<file path="src/rtl/ser_word_sched.sv">
// Round-robin scheduler feeding one 32-to-8 serializer. A grant appears 1 cycle after the request and holds for 4 byte cycles.
// There is no backpressure: the owning lane is popped on the last byte, and req/lane_en changes take effect only at word boundaries.
module ser_word_sched #(
  parameter int LANES = 4,
  localparam int LW = $clog2(LANES)
) (
  input  logic                clk_4f,
  input  logic                reset,
  input  logic [LANES-1:0]    req,
  input  logic [32*LANES-1:0] lane_data,
  input  logic [LANES-1:0]    lane_en,
  output logic [31:0]         word_out,
  output logic                word_valid,
  output logic [LW-1:0]       lane_id,
  output logic [1:0]          byte_idx,
  output logic [LANES-1:0]    pop,
  output logic                busy
);

  typedef enum logic {IDLE, SEND} state_t;

  state_t           state, state_nxt;
  logic [LW-1:0]    last;
  logic [LW-1:0]    win;
  logic             win_vld;
  logic             load;
  logic             word_end;
  logic [LANES-1:0] cand;

  always_ff @(posedge clk_4f or posedge reset) begin
    if (reset) state <= IDLE;
    else       state <= state_nxt;
  end

  always_comb begin
    word_end = (state == SEND) && (byte_idx == 2'd3);

    // The lane being popped still shows req for the word just consumed.
    cand = req & lane_en;
    for (int j = 0; j < LANES; j++) begin
      if (word_end && (int'(lane_id) == j)) cand[j] = 1'b0;
    end

    win     = '0;
    win_vld = 1'b0;
    for (int k = 1; k <= LANES; k++) begin
      for (int j = 0; j < LANES; j++) begin
        if (!win_vld && cand[j] && (j == (int'(last) + k) % LANES)) begin
          win_vld = 1'b1;
          win     = LW'(j);
        end
      end
    end
  end

  always_comb begin
    state_nxt = state;
    load      = 1'b0;
    pop       = '0;
    case (state)
      IDLE: begin
        if (win_vld) begin
          state_nxt = SEND;
          load      = 1'b1;
        end
      end
      SEND: begin
        if (word_end) begin
          for (int j = 0; j < LANES; j++) pop[j] = (int'(lane_id) == j);
          if (win_vld) load      = 1'b1;
          else         state_nxt = IDLE;
        end
      end
      default: state_nxt = IDLE;
    endcase
  end

  assign word_valid = (state == SEND);
  assign busy       = word_valid;

  // byte_idx wraps 3->0 on its own, so returning to IDLE leaves it at 0.
  always_ff @(posedge clk_4f or posedge reset) begin
    if (reset) begin
      word_out <= '0;
      lane_id  <= '0;
      byte_idx <= '0;
      last     <= LW'(LANES - 1);
    end else if (load) begin
      word_out <= lane_data[{win, 5'd0} +: 32];
      lane_id  <= win;
      last     <= win;
      byte_idx <= 2'd0;
    end else if (state == SEND) begin
      byte_idx <= byte_idx + 2'd1;
    end
  end

endmodule
</file>
<file path="config.mk">
export PLATFORM = sky130hd
export DESIGN_NAME = ser_word_sched
export DESIGN_NICKNAME = d
export VERILOG_FILES = /design/src/rtl/ser_word_sched.sv
export SDC_FILE = /design/constraint.sdc
export NUM_CORES = 1
export LEC_CHECK = 0
export CAP_MARGIN = 20
export CORE_UTILIZATION = 41
export CTS_CLUSTER_DIAMETER = 200
export DETAILED_ROUTE_END_ITERATION = 7
export PLACE_DENSITY = 0.86
export REMOVE_ABC_BUFFERS = 1
export SYNTH_ARGS = -nofsm -noshare
export SYNTH_HDL_FRONTEND = slang
export SYNTH_SLANG_ARGS = --single-unit
export TNS_END_PERCENT = 10
</file>
<file path="constraint.sdc">
create_clock -name clk_4f -period 4.7 [get_ports clk_4f]
set_input_delay 0.705 -clock clk_4f [delete_from_list [all_inputs] [get_ports clk_4f]]
set_output_delay 0.705 -clock clk_4f [all_outputs]
set_load 0.005 [all_outputs]
</file>
# --- After elaboration in Yosys (flattened, before gate mapping) ---
# Index checks and enable logic that the tools add are counted.
# Widths: inputs -> output; s select.
totals:
  out_inout_bits: 42
  register_bits: 39
  inputBits: 138
  mem_bits_rw: 0
  mem_bits_ro: 0
  latchBits: 0
  n_memories: 0
op_classes:
  n_reduce_logical: 61
  eq_ne: 16
  n_div: 0
  multipliers: 0
  order_cmp: 0
  shift: 1
  n_mux: 44
  addsub: 5
  bitwise: 6
op_table:
  columns: ["operator", "count"]
  rows:
  - ["$logic_not 32->1", 4]
  - ["$shiftx 128x8->32", 1]
  - ["$logic_and 1x1->1", 36]
  - ["$mux 2", 16]
  - ["$eq 3x3->1 const A", 8]
  - ["$mux 1", 24]
  - ["$logic_not 1->1", 15]
  - ["$eq 2x3->1 const A", 4]
  - ["$mux 4", 2]
  - ["$reduce_or 2->1", 4]
  - ["$add 2x1->2 const B", 3]
  - ["$eq 2x2->1 const B", 3]
  - ["$add 2x2->2 const B", 2]
  - ["$and 1x1->1 const A", 4]
  - ["$and 4x4->4", 1]
  - ["$pmux 1 s2", 2]
  - ["$eq 2x1->1 const B", 1]
  - ["$logic_not 2->1", 1]
  - ["$reduce_bool 2->1", 1]
  - ["$not 1->1", 1]

# --- Logic depth before layout (Yosys ltp) ---
logic_depth:
  ltp_word: 70
  depth_mapped: 9
  depth_no_buf: 7

# --- Worst setup path after synthesis ---
# OpenSTA, ideal clock, no wires.
synth_path:
  path_type: "register to register"
  from: "register byte_idx[0]"
  to: "register word_out[0]"
  n_path_buf: 2
  setup_ns: 0.134
  path_slack_ns: 2.609
  stages_incl_launch_ff: 9
  arrival_time_ns: 1.957
  path_cell_list: "dfrtp_1 ha_1 and4b_1 buf_2 o22ai_4 o22ai_1 buf_2 a222oi_1 a21oi_1"
synth_via:
  elab_chain_len: 69
  elab_cells_between_ends: 91
  classes_between: "eq/ne: 1; shift: 1; mux: 38; reduce/logical: 51"
synth_lines:
  columns: ["item", "line", "text"]
  rows:
  - ["start: declaration", "15", "output logic [1:0] byte_idx,"]
  - ["start signal: assignment", "94", "byte_idx <= byte_idx + 2'd1;"]
  - ["$eq 2x2->1 *", "36", "word_end = (state == SEND) && (byte_idx == 2'd3);"]
  - ["$logic_and 1x1->1 *", "36", null]
  - ["parallel branches: the longest is 67 deep, another holds $logic_and 1x1->1", null, null]
  - ["end signal: assignment", "89", "word_out <= lane_data[{win, 5'd0} +: 32];"]
  - ["end: declaration", "12", "output logic [31:0] word_out,"]
# Mark *: on every way between the ends.
# A chain may end at the register's enable or synchronous reset.

# --- Worst setup path after layout ---
layout_path:
  from: "register byte_idx[0]"
  to: "register word_out[18]"
# Same word-level chain as after synthesis.

==> results.tsv <==
metric	value	unit
drc	0	
maxUsedRoutingLayer	met4	
yosysSeqAreaShare	0.332	
antenna_left	0	
synth.distinct_cells	40	
dieArea	7540	um2
synth_common_cells	a21oi_1, nand3_1, dfrtp_1	
path_depth	8	
synth_fa_ha_area_frac	0.00424	
antenna_found_initial	0	
dp_slack	1640	ps
critPathSlowestCell	a21oi_2	
vias	3947	
grt_pass1_vias	3889	
rows	30	
max_freq	312	MHz
synth_edf_count	0	
synth_async_sr_flop_share	1.00	
tritoncts	done	
crit_family	compound AO/OA/AOI/OAI gates	
hold_path_end	word_out[22]$_DFFE_PP0P_	
wirelength_met1	4370	um
crit_chain	ha_1 > nand4b_4 > inv_2 > o22ai_4 > a21oi_2 > buf_4 > a222oi_1 > a21oi_1	
fillers	564	
die_x	86.8	um
met3RoutedLength	1300	um
final_layout_size_suffix_gt1_frac	0.0637	
worst_clock_skew	4.16	ps
wl_per_cell	19.1	um
dp.cells	606	
core_area	6870	um2
clock_path_buffers	2	
worst_slew_pin_slew	822	ps
holdPathStages	2	
grt_pass1_wl	18200	um
cp_data_required_time	4910	ps
grt_max_degree	40	
worst_slew_margin_rel	0.452	
avgSynthCellArea	8.15	um2
worstHoldStart	word_out[22]$_DFFE_PP0P_	
synthCells	362	
synth_largest_area_cell	dfrtp_1	
slew_violations	0	
die_y	86.8	um
fin_ws	1500	ps
regToRegEndpoint	word_out[18]$_DFFE_PP0P_	
crit_arrival	3410	ps
layout.nets	656	
yosys.area_share.xor_xnor	0.00297	
syn_area	2950	um2
synth_top_family_by_area	compound AO/OA/AOI/OAI gates	
htree_num_levels	2	
reg2reg_slack	1500	ps
period_share	0.682	
setup_viol	0	
grt_overflow	0	
leakage	1.68	nW
grt_use_total	0.306	
clk_latency	290	ps
maxCapViolations	0	
cts_buffers	5	
timing.hold.ws	536	ps
finalNonFillerCells	614	
hold_class	flip-flop to flip-flop	
reg2regPathDepth	8	
synth_ff_type	dfrtp_1	
r2r_start	byte_idx[0]$_DFFE_PP0P_	
yosys_warnings	0	
synth_top_area_frac	0.314	
clk_pin_slew_worst_paths	80	ps
portBuffers	179	
muxShareOfSynthArea	0	
met2_length	5720	um
area_growth	63.8	%
end_kind	flip-flop	
status	finished clean	
multi_input_area	1740	um2
seqCellArea	978	um2
cp_num_buf_inv	2	
hold_viol	0	
path_max_fanout	37	
floorplan.initialDensity	0.430	
vias_per_cell	6.43	
crit_type	flip-flop to flip-flop	
rsz0062_at_grt	false	
cts-resized-gates	0	
ioPinCount	180	
synth-seq-cells	39	
cts_sinks	39	
slowest_delay	690	ps
dp_hpwl	8210	um
finalPower	2.19	mW
ys_top_cells_by_area	dfrtp_1, a21oi_1, nand3_1	
tns	0	ps
start_kind	flip-flop	
root_buffer	clkbuf_8	
n_antenna_cell	0	
cts_setup_buffers	0	
gp_congestion	0.831	
peakVddDrop	0.000240	V
drt-pass1-iter-count	8	
synth_simple_gate_area_frac	0.209	
layout_min_cycle_time	3200	ps
totalWireLength	11700	um
drt_iter0_drc	566	
synth_compound_area_frac	0.372	
hold_buffers	0	
powerDensity	454	nW/um2
how the worst max path moves through the flow:
stage | from | endpoint | slack [ps]
floorplan | byte_idx[0]$_DFFE_PP0P_ | word_out[9]$_DFFE_PP0P_ | 1460
global placement | byte_idx[0]$_DFFE_PP0P_ | word_out[2]$_DFFE_PP0P_ | 1680
global route | byte_idx[0]$_DFFE_PP0P_ | word_out[7]$_DFFE_PP0P_ | 1380
CTS | byte_idx[0]$_DFFE_PP0P_ | word_out[21]$_DFFE_PP0P_ | 1620
finish | byte_idx[0]$_DFFE_PP0P_ | word_out[18]$_DFFE_PP0P_ | 1500
detailed placement | byte_idx[0]$_DFFE_PP0P_ | word_out[21]$_DFFE_PP0P_ | 1640
cell type report:
cell class | count | area share
Sequential cell | 39 | 0.202
Multi-Input combinational cell | 277 | 0.361
Clock inverter | 3 | 0.00311
Inverter | 5 | 0.00414
Tap cell | 96 | 0.0249
Clock buffer | 5 | 0.0142
Timing Repair Buffer | 189 | 0.390
per-stage QoR:
step / util / instance area, um2
floorplan: - / 2730
global placement: 0.687 / 4720
detailed placement: 0.691 / 4750
CTS: 0.703 / 4830
global route: 0.703 / 4830
finish: 0.703 / 4830
power breakdown:
| group | leakage, nW | switching [mW] | total (mW) | internal, mW |
|---|---|---|---|---|
| combinational | 1.20 | 0.603 | 1.27 | 0.671 |
| sequential | 0.435 | 0.180 | 0.695 | 0.516 |
| clock | 0.0477 | 0.122 | 0.223 | 0.102 |
metal layers:
| metal | vias up | global-route usage |
|---|---|---|
| li1 | 1737 | - |
| met2 | 343 | 0.518 |
| met5 | - | 0 |
| met4 | 0 | 0.148 |
| met1 | 1829 | 0.378 |
| met3 | 38 | 0.0514 |
cells by family after synthesis:
logic type / after synthesis
AOI/OAI and AO/OA: 150
xor gates and xnor gates: 1
adders and majority gates: 1
buffers and inverters: 46
DFF: 39
and+or+nand+nor: 125
registers in the layout, indices dropped and copies added, names as in the netlist:
register / cells
word_out: 32
lane_id: 2
byte_idx: 2
last: 2
busy: 1
tightest hold or removal path, delay by kind of cell, from the launching register on:
kind             cells  cell delay, ps
AND/OR/NAND/NOR      1              50
flip-flops           1             350
AO/OA/AOI/OAI        1             100
layout by cell type, fill, tap and decap left out, types with 2 or more instances in the layout:
| cell type | count |
|---|---|
| dfrtp_1 | 37 |
| o2111ai_1 | 2 |
| dfstp_2 | 2 |
| a222oi_1 | 32 |
| o22ai_4 | 2 |
| clkdlybuf4s50_1 | 179 |
| clkinv_2 | 4 |
| inv_2 | 2 |
| and3_1 | 2 |
| a21oi_2 | 2 |
| nand2b_1 | 2 |
| clkbuf_8 | 5 |
| nor2_1 | 36 |
| buf_4 | 9 |
| a21oi_1 | 66 |
| a211oi_1 | 34 |
| o21ai_1 | 2 |
| nand3_1 | 67 |
| nand2_1 | 11 |
(Power assumes the default switching activity.)
